### src/rtl/operand_fifo.sv
// operand_fifo: operand-pair buffer in front of the tt_um_processor datapath.
// Captures (A,B) pairs from the pins (ui_in -> A, uio_in -> B) into a small FIFO
// and presents the head to the execute stage with a valid/ready handshake.
// The pins cannot be stalled, so a pair offered while full is dropped and the
// sticky overflow flag is raised.
//
// Optional build macro OPERAND_FIFO_CLR_EN adds a synchronous flush input clr.
//
// Ports:
//   clk        clock, rising edge
//   rst_n      asynchronous active-low reset
//   ena        design enable; all state holds when low
//   clr        (OPERAND_FIFO_CLR_EN only) flush pointers, count and overflow
//   in_valid   pair offered this cycle
//   in_a/in_b  offered operands
//   in_ready   FIFO not full
//   out_valid  head entry available
//   out_a/out_b head operands, forced to 0 when empty
//   out_ready  downstream consumes head this cycle
//   count      stored entries, 0..DEPTH
//   overflow   sticky: a pair was dropped
module operand_fifo #(
  parameter int unsigned DATA_W = 8,
  parameter int unsigned DEPTH  = 4,
  parameter int unsigned ADDR_W = 2
) (
  input  logic              clk,
  input  logic              rst_n,
  input  logic              ena,
`ifdef OPERAND_FIFO_CLR_EN
  input  logic              clr,
`endif
  input  logic              in_valid,
  input  logic [DATA_W-1:0] in_a,
  input  logic [DATA_W-1:0] in_b,
  output logic              in_ready,
  output logic              out_valid,
  output logic [DATA_W-1:0] out_a,
  output logic [DATA_W-1:0] out_b,
  input  logic              out_ready,
  output logic [ADDR_W:0]   count,
  output logic              overflow
);

  localparam logic [ADDR_W:0] FullCnt = (ADDR_W + 1)'(DEPTH);

  logic [DATA_W-1:0] mem_a_q [DEPTH];
  logic [DATA_W-1:0] mem_b_q [DEPTH];

  logic [ADDR_W-1:0] wr_ptr_q, wr_ptr_d;
  logic [ADDR_W-1:0] rd_ptr_q, rd_ptr_d;
  logic [ADDR_W:0]   count_q, count_d;
  logic              overflow_q, overflow_d;

  logic flush, push, pop, drop;

`ifdef OPERAND_FIFO_CLR_EN
  assign flush = ena & clr;
`else
  assign flush = 1'b0;
`endif

  // Status depends on the registered count only, never on this cycle's pop.
  assign in_ready  = (count_q != FullCnt);
  assign out_valid = (count_q != '0);

  assign push = ena & in_valid & in_ready & ~flush;
  assign pop  = ena & out_valid & out_ready & ~flush;
  assign drop = ena & in_valid & ~in_ready & ~flush;

  always_comb begin
    wr_ptr_d   = wr_ptr_q;
    rd_ptr_d   = rd_ptr_q;
    count_d    = count_q;
    overflow_d = overflow_q;
    if (flush) begin
      wr_ptr_d   = '0;
      rd_ptr_d   = '0;
      count_d    = '0;
      overflow_d = 1'b0;
    end else begin
      // Pointers wrap naturally since DEPTH is a power of two.
      if (push) wr_ptr_d = wr_ptr_q + 1'b1;
      if (pop)  rd_ptr_d = rd_ptr_q + 1'b1;
      unique case ({push, pop})
        2'b10:   count_d = count_q + 1'b1;
        2'b01:   count_d = count_q - 1'b1;
        default: count_d = count_q;
      endcase
      if (drop) overflow_d = 1'b1;
    end
  end

  always_ff @(posedge clk or negedge rst_n) begin
    if (!rst_n) begin
      wr_ptr_q   <= '0;
      rd_ptr_q   <= '0;
      count_q    <= '0;
      overflow_q <= 1'b0;
    end else begin
      wr_ptr_q   <= wr_ptr_d;
      rd_ptr_q   <= rd_ptr_d;
      count_q    <= count_d;
      overflow_q <= overflow_d;
    end
  end

  // Storage is cleared by reset only; a flush leaves it, as out_* are masked when empty.
  always_ff @(posedge clk or negedge rst_n) begin
    if (!rst_n) begin
      for (int unsigned i = 0; i < DEPTH; i++) begin
        mem_a_q[i] <= '0;
        mem_b_q[i] <= '0;
      end
    end else if (push) begin
      mem_a_q[wr_ptr_q] <= in_a;
      mem_b_q[wr_ptr_q] <= in_b;
    end
  end

  assign out_a    = out_valid ? mem_a_q[rd_ptr_q] : '0;
  assign out_b    = out_valid ? mem_b_q[rd_ptr_q] : '0;
  assign count    = count_q;
  assign overflow = overflow_q;

endmodule

### config.mk
export PLATFORM = sky130hd
export DESIGN_NAME = operand_fifo
export DESIGN_NICKNAME = d
export VERILOG_FILES = /design/src/rtl/operand_fifo.sv
export SDC_FILE = /design/constraint.sdc
export NUM_CORES = 1
export LEC_CHECK = 0
export CORE_ASPECT_RATIO = 1.2
export CORE_MARGIN = 8
export CORE_UTILIZATION = 55
export CTS_CLUSTER_DIAMETER = 60
export DETAILED_ROUTE_END_ITERATION = 7
export GPL_ROUTABILITY_DRIVEN = 0
export GPL_TIMING_DRIVEN = 0
export PLACE_DENSITY = 0.76
export SETUP_SLACK_MARGIN = 0.1
export SLEW_MARGIN = 5
export SYNTH_ARGS = -nofsm -noshare
export SYNTH_HDL_FRONTEND = slang
export SYNTH_SLANG_ARGS = --single-unit
export TNS_END_PERCENT = 10
### constraint.sdc
create_clock -name clk -period 2.2 [get_ports clk]
set_input_delay 0.33 -clock clk [delete_from_list [all_inputs] [get_ports clk]]
set_output_delay 0.33 -clock clk [all_outputs]
set_load 0.005 [all_outputs]
# Yosys cells after proc, flatten, opt, wreduce, memory -nomap -nowiden
# Index checks and enable logic that the tools add are counted.
# totals
out_inout_bits,22
register_bits,72
latchBits,0
rom_bits,0
in_bits,21
n_memories,0
mem_bits_rw,0
# op_classes
add_sub_neg,4
n_mul,0
n_lt_le_gt_ge,3
n_eq_ne,3
bitwise,8
mux,13
n_div,0
reduce_logical,3
shift,0
# op_table
op,n
$bwmux 32,2
$mux 8,7
$bmux 8 s2,2
$demux 8 s2,1
$ge 3x3->1 const B,2
$not 2->3,2
$pmux 3 s2,1
$and 1x1->1,5
$add 2x1->2 const B,2
$add 3x1->3 const B,1
$lt 3x1->1 const B,1
$ne 3x3->1 const B,1
$reduce_bool 3->1,1
$sub 3x1->3 const B,1
$eq 2x1->1 const B,1
$eq 2x2->1 const B,1
$reduce_bool 2->1,1
$logic_and 1x1->1,1
$not 1->1,1

# Depth between registers and ports, before layout
# Gate-level depths: netlist of the first run.
# logic_depth
depth_word,6
depth_mapped,9

# Least setup slack after synthesis of the first run
# No wires, ideal clock.
# synth_timing
kind,reg-to-reg
start,"register count_q[0], in the netlist count[0]"
end,"register count_q[2], in the netlist count[2]"
required_ns,2.121
stages_incl_launch_ff,10
arrival_time_ns,1.959
period_less_slack_ns,2.038
setup_slack_ns,0.162
cell_sequence,dfrtp_1 -> nor3b_4 -> nor2_1 -> inv_1 -> ha_1 -> inv_1 -> fa_1 -> xor2_1 -> nor2_1 -> xor2_1
# synth_between
elab_chain_len,5
# synth_lines
item,line_no,source
from (decl),52,"logic [ADDR_W:0] count_q, count_d;"
from (signal assigned),103,count_q <= count_d;
$reduce_bool 3->1,65,assign out_valid = (count_q != '0);
$and 1x1->1 (2 in series),68,assign pop = ena & out_valid & out_ready & ~flush;
$eq 2x1->1 / $eq 2x2->1 (equally long branches),85,"unique case ({push, pop})"
$pmux 3 s2 / $reduce_bool 2->1 (equally long branches),-,
# Several ways; a longest one is shown, not always the timed one.
# A chain may end at the register's enable or synchronous reset.

# Worst setup path after layout of the first run
# layout_timing
start,register rd_ptr_q[0]
end,output out_b[7]
# layout_between
elab_chain_len,5
# layout_lines
item,line_no,source
from (decl),51,"logic [ADDR_W-1:0] rd_ptr_q, rd_ptr_d;"
from (signal assigned),102,rd_ptr_q <= rd_ptr_d;
$not 2->3 (not written as such),122,assign out_b = out_valid ? mem_b_q[rd_ptr_q] : '0;
$bmux 8 s2,122,
$mux 8 (not written as such) (2 in series),122,
$mux 8,122,
to (decl),39,"output logic [DATA_W-1:0] out_b,"
# Every way passes these cells. The select of a mux whose other input is x is not followed.

==> out/metrics.cfg, run 1 <==
[sta]
hold_violations=0
tightest_slew_ns=0.495
timing.final.max_slew_violations=0
slew_headroom=0.670
grt_setup_unrepaired=true
finClkSkew_ns=0.00617
layout_worst_path_cycle_share=0.996
fmax_ghz=0.457
setup_violations=0
finalCriticalPeriod_ns=2.19

[synthesis]
synthCells=211
synth.yosys.seq_area_share=0.538
mappedNetlistNets=238
post_synthesis_register_bit_count=72
yosys.area_share.simple=0.0613
synth.cell_area_um2=3350
adder_cell_share_of_the_synthesized_area=0.0247
synth.avg_cell_area_um2=15.9
area_contributors_post_synth=sky130_fd_sc_hd__dfrtp_1 54%, sky130_fd_sc_hd__mux2_2 22%, sky130_fd_sc_hd__mux4_2 11%
yosysTopAreaCellShare=0.538
share_of_cell_area_taken_by_muxes_after_synthesis=0.329
synth-compound-area-share=0.00224
synth_top_cell_by_area=sky130_fd_sc_hd__dfrtp_1
synth_xor_xnor_area_share=0.0157
ys.warnings.count=0
synthDistinctLibCells=22
synth_top_family_by_area=multiplexers

[global_routing]
grt_use_met2=0.281
globalRouteMet1Util=0.193
pin_count_of_the_biggest_net_entering_global_routing=52
gr-usage-all-layers=0.165
grt_overflow=0
grt_util_met3=0.0325
grt_pass1_vias=2195
antenna_found_initial=0
global_route_wire_length_before_repair_um=11000
grt_busiest_layer=met2

[worst_setup_path]
worstPathCellList=buf_8, buf_12, mux4_2, and2_4, dlygate4sd2_1
crit_path_end_kind=output port
cp-start-kind=flip-flop
path_max_fanout=5
worst-endpoint-arrival_ns=1.86
critical_path.slowest_cell=sky130_fd_sc_hd__mux4_2
critical-path-max-stage-delay_ns=0.50
setup.reg_to_reg.worst_slack_ns=0.09
critical_path_required_ns=1.87
worst_setup_path_category=flip-flop to output port

[clock_tree]
numCtsBuffers=9
cts_max_level=3
clock_tree_from_tritoncts=built
cts_root_buf=sky130_fd_sc_hd__clkbuf_8
clk_latency_ns=0.34
cts.clk_slew.worst_paths_ns=0.07
buffer_levels_on_the_longest_clock_path=2
cts.sink_count=72

[floorplan]
die_extent_in_x_um=87.2
die_height_um=101
initial_core_util=0.561
die-area_um2=8850
std_cell_rows=31
placeableCoreArea_um2=5970
pin_count=43

[layout]
synthToLayoutAreaGrowth_pct=29.5
layout.nets=304
layout-drive-gt1-share=0.546
final_cell_count_no_fill=364
antenna_cells_inserted=0
nFillCells=416

[power_and_ir_drop]
irDropWorstVdd_mv=0.813
total_power_of_the_final_layout_mw=6.60
leakage_nw=1.86
power.density_cell_area_nw_per_um2=1520

[flow_run]
max_cap_viol_count=0

[hold_path]
hold_class=input pin to async pin

[run_status]
outcome=finished, final reports clean

[placement]
dp_wirelength_um=4360
placedCellCount=336
buffer_ports.inserted=42

[drt]
drt-wirelength-per-cell_um=18.0
routed_via_density=5.30
drt_first_pass_iters=4
drc=0
wirelength_um=6550
detail-route-antenna-nets=0
drt_first_iter_violations=52
via_count=1928

==> registers in the layout (all words and copies together), names as in the netlist <==
name	count
overflow	1
mem_a_q	32
mem_b_q	32
wr_ptr_q	2
count	3
rd_ptr_q	2
==> critical path, delay by kind of cell (launching register included) <==
| family | cells | cell delay, ns |
|---|---|---|
| and+or+nand+nor | 1 | 0.15 |
| DFF | 1 | 0.35 |
| muxes | 1 | 0.50 |
| buffers and inverters | 3 | 0.52 |
==> layer usage <==
layer	vias up	wire length, µm
met2	31	3510
met1	998	2690
met3	9	257
li1	890	-
met5	-	0
met4	0	93
==> cells by family after synthesis <==
family,count (synthesis)
simple gates,27
buf+inv,17
fa+ha+maj,6
mux,82
xor+xnor,6
flops,72
compound gates,1
==> synth_stat cells <==
| library cell | instances |
|---|---|
| sky130_fd_sc_hd__nand2_1 | 1 |
| sky130_fd_sc_hd__inv_1 | 7 |
| sky130_fd_sc_hd__buf_4 | 2 |
| sky130_fd_sc_hd__buf_6 | 3 |
| sky130_fd_sc_hd__nor2_1 | 2 |
| sky130_fd_sc_hd__and2_1 | 16 |
| sky130_fd_sc_hd__xor2_1 | 3 |
| sky130_fd_sc_hd__nor3b_4 | 2 |
| sky130_fd_sc_hd__fa_1 | 1 |
| sky130_fd_sc_hd__dfrtp_1 | 72 |
| sky130_fd_sc_hd__nor3b_2 | 3 |
| sky130_fd_sc_hd__o21bai_1 | 1 |
| sky130_fd_sc_hd__and3_1 | 1 |
| sky130_fd_sc_hd__xnor2_1 | 3 |
| sky130_fd_sc_hd__or3_1 | 1 |
| sky130_fd_sc_hd__clkbuf_1 | 3 |
| sky130_fd_sc_hd__mux4_2 | 16 |
| sky130_fd_sc_hd__ha_1 | 5 |
| sky130_fd_sc_hd__buf_2 | 2 |
| sky130_fd_sc_hd__mux2i_1 | 1 |
| sky130_fd_sc_hd__nand4_1 | 1 |
| sky130_fd_sc_hd__mux2_2 | 65 |
==> power by group <==
group | internal [mW] | total (mW) | switching (mW)
logic | 2.12 | 3.18 | 1.06
clock network | 0.647 | 1.11 | 0.459
registers | 2.00 | 2.32 | 0.321
==> placed cells by master, fill, tap and decap left out, types with 2 or more instances in the layout <==
| master | Yosys | final |
|---|---|---|
| sky130_fd_sc_hd__clkbuf_2 | 0 | 2 |
| sky130_fd_sc_hd__buf_12 | 0 | 3 |
| sky130_fd_sc_hd__dlygate4sd2_1 | 0 | 3 |
| sky130_fd_sc_hd__and2_1 | 16 | 9 |
| sky130_fd_sc_hd__and2_4 | 0 | 7 |
| sky130_fd_sc_hd__clkdlybuf4s50_1 | 0 | 23 |
| sky130_fd_sc_hd__buf_4 | 2 | 8 |
| sky130_fd_sc_hd__ha_1 | 5 | 4 |
| sky130_fd_sc_hd__xor2_1 | 3 | 3 |
| sky130_fd_sc_hd__xnor2_1 | 3 | 3 |
| sky130_fd_sc_hd__clkbuf_8 | 0 | 15 |
| sky130_fd_sc_hd__mux2_2 | 65 | 65 |
| sky130_fd_sc_hd__buf_8 | 0 | 2 |
| sky130_fd_sc_hd__inv_2 | 0 | 3 |
| sky130_fd_sc_hd__clkdlybuf4s15_2 | 0 | 2 |
| sky130_fd_sc_hd__inv_1 | 7 | 4 |
| sky130_fd_sc_hd__buf_16 | 0 | 2 |
| sky130_fd_sc_hd__dfrtp_1 | 72 | 71 |
| sky130_fd_sc_hd__nor3b_4 | 2 | 5 |
| sky130_fd_sc_hd__buf_6 | 3 | 8 |
| sky130_fd_sc_hd__buf_2 | 2 | 8 |
| sky130_fd_sc_hd__mux4_2 | 16 | 16 |
==> timing repair <==
action                                 4_1_cts  5_1_grt
pin swaps                                   18       12
setup buffers                               10        0
endpoints found under the hold margin       21        0
setup endpoints to repair                   30       40
gates cloned                                 1        0
resized for setup                           88       11
hold buffers                                 1        0
==> path summary, 6_finish.rpt <==
check | from | endpoint | depth (start not counted)
max | rd_ptr_q[0] | out_b[7] | 5
min | rst_n | mem_a_q[7] | 2
max reg2reg | count[0] | count[2] | 10
min reg2reg | overflow | overflow | 1
max in group asynchronous | rst_n | count[0] | 3
min in group clk | overflow | overflow | 1
==> per-stage QoR <==
| step | hold WS, ns | setup TNS [ns] | setup slack [ns] | instance area, µm² | utilization |
|---|---|---|---|---|---|
| floorplan | 0.0344 | 0 | 0.162 | 3350 | - |
| global placement | 0.460 | -132.38 | -1.68 | 3870 | 0.648 |
| detailed placement | 0.247 | -11.85 | -0.286 | 3900 | 0.652 |
| CTS | 0.429 | -0.00205 | -0.00205 | 4320 | 0.723 |
| global route | 0.461 | -0.0808 | -0.0451 | 4340 | 0.726 |
| finish | 0.441 | 0 | 0.00988 | 4340 | 0.726 |
==> final cells by class <==
| cell class | instances | area (µm²) | area share |
|---|---|---|---|
| repair buffers | 55 | 548 | 0.126 |
| flip-flops and latches | 72 | 1800 | 0.416 |
| inverters | 7 | 26.3 | 0.00606 |
| well taps | 82 | 103 | 0.0237 |
| clock inverters | 2 | 35.0 | 0.00808 |
| plain buffers | 10 | 126 | 0.0291 |
| clock buffers | 14 | 183 | 0.0421 |
| multi-input cells | 122 | 1510 | 0.349 |
Note: power is estimated with default switching activity, not from simulation.
==> inputs of run 2 (changes only) <==
Settings changed: CTS_CLUSTER_SIZE set to 16.
==> results of run 2 <==
No change in the layout: final DEF, timing and power equal those of run 1.
